$ cat src/rtl/regfile_write_arbiter_if.sv
// Write-port bus between four requesters, the arbiter, and the decoder/register file.
interface regfile_write_arbiter_if #(parameter int DATA_W = 8);
  logic                   clear_req;
  logic [3:0]             req_valid;
  logic [3:0][3:0]        req_addr;
  logic [3:0][DATA_W-1:0] req_data;
  logic [3:0]             req_ready;
  logic                   wr_en;
  logic [3:0]             wr_addr;
  logic [DATA_W-1:0]      wr_data;
  logic [1:0]             wr_src;
  logic                   init_done;

  modport slave (
    input  clear_req, req_valid, req_addr, req_data,
    output req_ready, wr_en, wr_addr, wr_data, wr_src, init_done
  );
  modport master (
    output clear_req, req_valid, req_addr, req_data,
    input  req_ready, wr_en, wr_addr, wr_data, wr_src, init_done
  );
endinterface

$ cat src/rtl/regfile_write_arbiter.sv
// Shares the register-file write port among four requesters (round-robin) and
// zero-sweeps all 16 registers after reset or on clear_req.
module regfile_write_arbiter #(
  parameter int DATA_W = 8
) (
  input  logic                     clk,
  input  logic                     reset_n,
  regfile_write_arbiter_if.slave   bus
);
  typedef enum logic {INIT, ARB} state_e;

  state_e            state_q, state_d;
  logic [3:0]        cnt_q, cnt_d;
  logic [1:0]        rr_q, rr_d;
  logic              wr_en_q, wr_en_d;
  logic [3:0]        wr_addr_q, wr_addr_d;
  logic [DATA_W-1:0] wr_data_q, wr_data_d;
  logic [1:0]        wr_src_q, wr_src_d;
  logic              done_q, done_d;

  logic [3:0] gnt;
  logic       gnt_found;
  logic [1:0] gnt_id;
  logic [1:0] idx;

  // Round-robin search starting at rr_q; clear_req suppresses any grant.
  always_comb begin
    gnt       = '0;
    gnt_found = 1'b0;
    gnt_id    = '0;
    idx       = '0;
    if (state_q == ARB && !bus.clear_req) begin
      for (int i = 0; i < 4; i++) begin
        idx = rr_q + 2'(i);
        if (!gnt_found && bus.req_valid[idx]) begin
          gnt_found = 1'b1;
          gnt_id    = idx;
        end
      end
      if (gnt_found) gnt[gnt_id] = 1'b1;
    end
  end

  always_comb begin
    state_d   = state_q;
    cnt_d     = cnt_q;
    rr_d      = rr_q;
    wr_en_d   = 1'b0;
    wr_addr_d = wr_addr_q;
    wr_data_d = wr_data_q;
    wr_src_d  = wr_src_q;
    done_d    = done_q;
    case (state_q)
      INIT: begin
        if (bus.clear_req) begin
          cnt_d = '0;
        end else begin
          wr_en_d   = 1'b1;
          wr_addr_d = cnt_q;
          wr_data_d = '0;
          wr_src_d  = '0;
          cnt_d     = cnt_q + 4'd1;
          if (cnt_q == 4'd15) begin
            state_d = ARB;
            done_d  = 1'b1;
          end
        end
      end
      ARB: begin
        if (bus.clear_req) begin
          state_d = INIT;
          cnt_d   = '0;
          done_d  = 1'b0;
        end else if (gnt_found) begin
          wr_en_d   = 1'b1;
          wr_addr_d = bus.req_addr[gnt_id];
          wr_data_d = bus.req_data[gnt_id];
          wr_src_d  = gnt_id;
          rr_d      = gnt_id + 2'd1;
        end
      end
      default: state_d = INIT;
    endcase
  end

  always_ff @(posedge clk) begin
    if (!reset_n) begin
      state_q   <= INIT;
      cnt_q     <= '0;
      rr_q      <= '0;
      wr_en_q   <= 1'b0;
      wr_addr_q <= '0;
      wr_data_q <= '0;
      wr_src_q  <= '0;
      done_q    <= 1'b0;
    end else begin
      state_q   <= state_d;
      cnt_q     <= cnt_d;
      rr_q      <= rr_d;
      wr_en_q   <= wr_en_d;
      wr_addr_q <= wr_addr_d;
      wr_data_q <= wr_data_d;
      wr_src_q  <= wr_src_d;
      done_q    <= done_d;
    end
  end

  assign bus.req_ready = gnt;
  assign bus.wr_en     = wr_en_q;
  assign bus.wr_addr   = wr_addr_q;
  assign bus.wr_data   = wr_data_q;
  assign bus.wr_src    = wr_src_q;
  assign bus.init_done = done_q;
endmodule
$ cat src/flat_wrapper.sv
// flat-port wrapper written by rule: the top's interface ports become plain ports
module regfile_write_arbiter_flat 
#(
  parameter int DATA_W = 8
)
  (clk, reset_n, bus_clear_req, bus_req_valid, bus_req_addr, bus_req_data, bus_req_ready, bus_wr_en, bus_wr_addr, bus_wr_data, bus_wr_src, bus_init_done);
  regfile_write_arbiter_if #(.DATA_W(DATA_W)) bus_i ();
  input  logic clk;
  input  logic reset_n;
  input wire logic [$bits(bus_i.clear_req)-1:0] bus_clear_req;
  input wire logic [$bits(bus_i.req_valid)-1:0] bus_req_valid;
  input wire logic [$bits(bus_i.req_addr)-1:0] bus_req_addr;
  input wire logic [$bits(bus_i.req_data)-1:0] bus_req_data;
  output wire logic [$bits(bus_i.req_ready)-1:0] bus_req_ready;
  output wire logic [$bits(bus_i.wr_en)-1:0] bus_wr_en;
  output wire logic [$bits(bus_i.wr_addr)-1:0] bus_wr_addr;
  output wire logic [$bits(bus_i.wr_data)-1:0] bus_wr_data;
  output wire logic [$bits(bus_i.wr_src)-1:0] bus_wr_src;
  output wire logic [$bits(bus_i.init_done)-1:0] bus_init_done;
  assign bus_i.clear_req = bus_clear_req;
  assign bus_i.req_valid = bus_req_valid;
  assign bus_i.req_addr = bus_req_addr;
  assign bus_i.req_data = bus_req_data;
  assign bus_req_ready = bus_i.req_ready;
  assign bus_wr_en = bus_i.wr_en;
  assign bus_wr_addr = bus_i.wr_addr;
  assign bus_wr_data = bus_i.wr_data;
  assign bus_wr_src = bus_i.wr_src;
  assign bus_init_done = bus_i.init_done;
  regfile_write_arbiter #(.DATA_W(DATA_W)) u_core (.clk(clk), .reset_n(reset_n), .bus(bus_i));
endmodule
$ cat config.mk
export PLATFORM = sky130hd
export DESIGN_NAME = regfile_write_arbiter_flat
export DESIGN_NICKNAME = d
export VERILOG_FILES = /design/src/rtl/regfile_write_arbiter_if.sv /design/src/rtl/regfile_write_arbiter.sv /design/src/flat_wrapper.sv
export SDC_FILE = /design/constraint.sdc
export NUM_CORES = 1
export LEC_CHECK = 0
export ABC_CLOCK_PERIOD_IN_PS = 1800
export CORE_ASPECT_RATIO = 1.4
export CORE_MARGIN = 8
export CORE_UTILIZATION = 39
export DETAILED_ROUTE_END_ITERATION = 10
export PLACE_DENSITY = 0.81
export SLEW_MARGIN = 20
export SYNTH_ARGS = -nofsm -noshare
export SYNTH_HDL_FRONTEND = slang
export SYNTH_SLANG_ARGS = --single-unit
$ cat constraint.sdc
create_clock -name clk -period 1.8 [get_ports clk]
set_input_delay 0.27 -clock clk [delete_from_list [all_inputs] [get_ports clk]]
set_output_delay 0.27 -clock clk [all_outputs]
set_load 0.005 [all_outputs]
==> results of run 1 <==
[logic make-up (layout without fill, tap and decap cells)]
kind of cell               Yosys count  in the layout  share of synthesized area
AOI/OAI and AO/OA                   56             56                      0.302
and+or+nand+nor                     49             49                      0.177
DFF                                 23             23                      0.337
muxes                               14             14                      0.126
buffers and inverters                9            112                     0.0357
xor gates and xnor gates             2              2                     0.0128
adders and majority gates            1              1                    0.00916
[critical path, stage by stage (launching register included)]
cell,delay (ns)
dfxtp_4,0.40
nor2b_4,0.06
o32a_1,0.39
buf_6,0.14
buf_6,0.11
buf_8,0.13
mux2_4,0.30
a22oi_2,0.13
o22ai_2,0.09
[metrics by stage]
| step | std cells | hold slack [ns] | setup slack [ns] | setup TNS, ns |
|---|---|---|---|---|
| after floorplan | 154 | 0.438 | 0.189 | 0 |
| after global placement | 286 | 0.436 | -0.475 | -6.62 |
| after detailed placement | 286 | 0.442 | -0.492 | -7.26 |
| after CTS | 296 | 0.454 | -0.0514 | -0.0800 |
| after global routing | 297 | 0.480 | -0.137 | -0.749 |
| final | 297 | 0.454 | -0.0710 | -0.191 |
[cell type report]
cell class	instances	area [µm²]
Multi-Input combinational cell	122	1000
Timing Repair Buffer	107	1000
Fill cell	231	808
Sequential cell	23	468
Tap cell	40	50.0
Clock buffer	3	41.3
Clock inverter	1	5.00
Inverter	1	3.75
[timing repair]
item                                    4_1_cts  5_1_grt
resized for setup                            40       17
hold buffers                                  0        0
pin swaps                                    12        7
endpoints found under the hold margin         0        0
endpoints found under the setup margin       17       16
setup buffers                                 6        1
[power groups by stage]
stage | registers (mW) | logic [mW] | clock network, mW
after CTS | 0.518 | 0.327 | 0.336
after floorplan | 0.533 | 0.111 | 0
after global placement | 0.533 | 0.287 | 0
final | 0.519 | 0.342 | 0.326
after global routing | 0.520 | 0.363 | 0.347
after detailed placement | 0.533 | 0.291 | 0
[sequential cells by signal (all words and copies together) (netlist names)]
name / cells
u_core.bus.init_done: 1
u_core.bus.wr_addr: 4
u_core.bus.wr_data: 8
u_core.bus.wr_en: 1
u_core.bus.wr_src: 2
u_core.cnt_q: 4
u_core.rr_q: 2
u_core.state_q: 1
[how the worst min path moves through the flow]
| stage | cells past startpoint | from | slack, ns | endpoint |
|---|---|---|---|---|
| after CTS | 2 | u_core.bus.wr_data[4] | 0.45 | u_core.bus.wr_data[4] |
| after detailed placement | 2 | u_core.bus.wr_data[4] | 0.44 | u_core.bus.wr_data[4] |
| after floorplan | 2 | bus_req_addr[8] | 0.44 | u_core.bus.wr_addr[0] |
| after global placement | 2 | u_core.bus.wr_data[0] | 0.44 | u_core.bus.wr_data[0] |
| final | 2 | u_core.bus.wr_data[4] | 0.45 | u_core.bus.wr_data[4] |
| after global routing | 2 | u_core.bus.wr_data[1] | 0.48 | u_core.bus.wr_data[1] |
[layer usage]
metal / global-route usage / part of all wire
met1: 0.190 / 0.37
met2: 0.332 / 0.53
met3: 0.0613 / 0.081
met4: 0.0663 / 0.011
met5: 0 / 0
[layout by cell type (no fill, tap or decap), types with 4 or more instances in the layout]
cell type,Yosys,layout
mux2_4,4,4
mux2_2,8,8
nand2_1,12,12
dfxtp_1,23,21
nor2b_1,10,7
buf_4,1,28
a21oi_1,5,5
o31ai_2,0,6
o22ai_1,11,10
o21ai_1,11,9
nor2_1,14,11
clkdlybuf4s50_1,0,66
==> flow_summary.toml, run 1 <==
[placed_design]
portBuffers = 74
globalplace.congestion = 0.874
placed_cell_area_um2 = 2310
dp_hpwl_um = 3850

[drt]
routed-via-count = 1634
ant_nets = 0
viasPerCell = 5.50
wl_um = 5220
drt-initial-drc-count = 50
first_pass_iters = 4
wl_per_cell_um = 17.6
drc_errors = 0

[job]
drv_cap = 0

[sta]
setup_viol = 5
fin_crit_ns = 1.87
rsz0062_at_grt = "yes"
finalWorstSetupSlack_ns = -0.0710
hold_viol_final = 0
skew_ns = 0.00467
maxSlewHeadroom = 0.718
tightestPinTransition_ns = 0.422
fin_crit_sh = 1.04
finalMaxSlewViolations = 0
max_freq_mhz = 534

[clock_network]
h-tree-depth = 1
cts_sinks = 23
clk_latency_ns = 0.26
numCtsBuffers = 3
cts_tree = "built"
clk_pin_slew_ns = 0.09
clockRootBuffer = "clkbuf_8"
clockBufferDepth = 2

[layout]
layout.nets = 314
final_util = 0.761
num_antenna_cells = 0
drive_gt1_frac = 0.342
area_delta_synth_final_pct = 88.3
fin_area_um2 = 2570

[yosys]
ys.flop_type = "dfxtp_1"
syn-num-nets = 210
synth_cell_types = 41
synth.cell_area_um2 = 1370
synth_most_common_cell = "dfxtp_1"
ys_seq_elements = 23
ys_seq_area_frac = 0.337
yosysTopAreaCell = "dfxtp_1"
async_flop_share = 0
synth_cells = 154
synth_common_cells = "23 x dfxtp_1, 14 x nor2_1, 12 x nand2_1"
avgSynthCellArea_um2 = 8.86
synth_edf_count = 0
synth_area_leaders = "dfxtp_1 34%, mux2_2 6.6%, o22ai_1 5.0%"
ys_warn_count = 0
synth.top_cell.area_share = 0.337

[global_routing]
grt_pass1_vias = 1782
gr-total-overflow = 0
grt_usage = 0.185
grt_max_degree = 14
antenna_found_initial = 0
grt_pass1_wl_um = 8460

[critical_path]
crit_path_end_kind = "flip-flop"
path_max_fanout = 6
r2r_cells = 8
arrival_ns = 2.02
cp.required_ns = 1.95
critical_path_class = "flip-flop to flip-flop"
setup.worst_path.end = "u_core.bus.wr_addr[3]"
r2r_slack_ns = -0.07
cp-startpoint = "u_core.rr_q[0]"
r2r_end = "u_core.bus.wr_addr[3]"
rr_startpoint = "u_core.rr_q[0]"
cp-start-kind = "flip-flop"

[power]
leakage_nw = 0.966
pwr-share-seq = 0.437
ir_drop_v = 0.000425
clkPwrFrac = 0.275
power_mw = 1.19
sw_frac_of_total = 0.253
power_density_nw_per_um2 = 462
p_int_mw = 0.887
switching_power_mw = 0.300
p_comb_frac = 0.288

[floorplan]
initial_utilization = 0.404
io_pins = 75
core_um2 = 3380
die_area_um2 = 5680
placementRows = 25
fp.dieH_um = 86
fp.dieW_um = 66

[min_path]
hold_class = "flip-flop to flip-flop"

[run_status]
failed_checks = "setup timing"
outcome = "complete, but fails checks"
No activity file was read; power rests on OpenSTA's default activity.
==> run 2: changes to the inputs <==
- GPL_TIMING_DRIVEN: unset -> 0
==> run 2 against run 1 <==
The flow still finishes with violations (setup timing). Critical path depth shrank 1. Sequential share of layout area shrank 0.12 points. Final cell count shrank 1.3%. Critical path type is now input port to output pin. Register-to-register slack gained 0.10 ns. Critical endpoint is now bus_req_ready[2]. Clock power grew 2%. Non-clock buffer count shrank 4. Clock skew grew 0.0022 ns. Wire length grew 7.3%. First-iteration DRC count grew 60%.
==> flow_summary.toml, run 2 (synthesis gave the netlist of run 1 again) <==
[critical_path]
critPathBufInv = 3
slowest_delay_ns = 0.41
critical_path_class = "input port to output pin"
crit_cells = 7
crit_chain = "clkdlybuf4s15_2 -> nand2b_4 -> a21oi_4 -> o32a_1 -> buf_8 -> and3_4 -> buf_6"
cp-start-kind = "input port"
cp_top_family = "buffers and inverters"
cp-startpoint = "bus_req_valid[1]"
path_max_fanout = 4
crit_path_end_kind = "output pin"
cp.required_ns = 1.53
arrival_ns = 1.57
rr_startpoint = "u_core.rr_q[0]"
critPathSlowestCell = "o32a_1"
r2r_cells = 8

[drt]
wl_met3_um = 529
drt-initial-drc-count = 80
ant_nets = 0
first_pass_iters = 4
viasPerCell = 5.66
maxUsedRoutingLayer = "met4"
wl_per_cell_um = 19.1
drt-met1-wl_um = 2050
wl_um = 5600
routed-via-count = 1657
wl_met2_um = 2910
drc_errors = 0

[placed_design]
pre_cts_ws_ns = -0.891
dp_hpwl_um = 3440
globalplace.congestion = 0.776
placed_cell_area_um2 = 2160
place_inst = 268
portBuffers = 74

[power]
ir_drop_v = 0.000379
power_mw = 1.20
power_density_nw_per_um2 = 462
leakage_nw = 0.971

[clock_network]
clockBufferDepth = 2
clk_pin_slew_ns = 0.09
cts_tree = "built"
h-tree-depth = 1
clockRootBuffer = "clkbuf_8"
cts_sinks = 23
numCtsBuffers = 3
clk_latency_ns = 0.27

[layout]
largest_reg_flops = 8
layout.nets = 310
final_cell_mix = "66 x clkdlybuf4s50_1, 20 x dfxtp_1, 19 x buf_4"
num_antenna_cells = 0
n_fill_cell = 208
instances_no_fill = 293
multi_input_area_um2 = 1060
final_util = 0.772
drive_gt1_frac = 0.344
register_area_um2 = 472
area_delta_synth_final_pct = 91.0
layout_commonest_cell = "clkdlybuf4s50_1"
fin_area_um2 = 2610

[sta]
hold_viol_final = 0
finalSetupTns_ns = -0.0607
hold_ws_ns = 0.451
finalMaxSlewViolations = 0
fin_crit_ns = 1.84
finalWorstSetupSlack_ns = -0.0404
tightestPinTransition_ns = 0.443
fin_crit_sh = 1.02
max_freq_mhz = 543
rsz0062_at_grt = "yes"
skew_ns = 0.00683
maxSlewHeadroom = 0.704
setup_viol = 2

[run_status]
outcome = "complete, but fails checks"
failed_checks = "setup timing"

[floorplan]
fp.dieH_um = 86
io_pins = 75
core_um2 = 3380
placementRows = 25
die_area_um2 = 5680
fp.dieW_um = 66
initial_utilization = 0.404

[min_path]
min_from = "u_core.bus.wr_data[3]"
hold_class = "flip-flop to flip-flop"
whs_path_depth = 2

[global_routing]
gr-total-overflow = 0
grt_pass1_wl_um = 8180
grt_pass1_vias = 1740
grt_max_degree = 14
grt_usage = 0.180
antenna_found_initial = 0

[job]
drv_cap = 0
==> run 2: cell count changes in the layout (fill, tap and decap cells not counted), moves of 4 or more <==
cell / delta
buf_4: -9
buf_6: +4
mux2_2: -4
mux2_4: +5
nor2_1: -4
o22ai_1: -5
o22ai_2: +5
o31ai_1: +7
o31ai_2: -6
==> run 2: final cells by class <==
| type | instances | area share |
|---|---|---|
| clock inverter | 1 | 0.00192 |
| inverter | 1 | 0.00144 |
| multi-input combinational | 122 | 0.405 |
| sequential | 23 | 0.181 |
| buffer | 6 | 0.0192 |
| tap | 40 | 0.0192 |
| clock buffer | 3 | 0.0158 |
| timing repair buffer | 97 | 0.356 |
==> run 2: repair_timing <==
action	in CTS	in global routing
buffers inserted	18	5
endpoints found under the setup margin	16	16
pin swaps	8	9
endpoints found under the hold margin	0	0
resized for setup	59	32
hold buffers	0	0
==> run 2: worst register-to-register path, cell delays in order (launching register included) <==
cell      delay, ns
dfxtp_4        0.38
nor2b_4        0.18
nor2b_4        0.07
o211ai_4       0.23
buf_8          0.15
buf_12         0.13
mux2_4         0.31
o22ai_2        0.13
o21ai_1        0.09
==> run 2: final timing paths <==
check / to / slack (ns)
worst min register to register: u_core.bus.wr_data[3] / 0.45
worst min-delay path: u_core.bus.wr_data[3] / 0.45
worst max-delay path: bus_req_ready[2] / -0.04
worst max register to register: u_core.bus.wr_data[5] / 0.03
==> run 2: per-layer routing <==
metal / track usage / vias up
li1: - / 782
met1: 0.182 / 781
met2: 0.322 / 84
met3: 0.0678 / 10
met4: 0.0682 / 0
met5: 0 / -
==> run 2: where the power goes <==
| group | switching [mW] | total [mW] | internal (mW) |
|---|---|---|---|
| Clock | 0.177 | 0.332 | 0.155 |
| Sequential | 0.00542 | 0.517 | 0.512 |
| Combinational | 0.130 | 0.355 | 0.225 |
| Total | 0.312 | 1.20 | 0.892 |
==> run 3: changes to the inputs <==
- HOLD_SLACK_MARGIN: unset -> 0.1
==> results of run 3 <==
No change in the layout: final DEF, timing and power equal those of run 2.
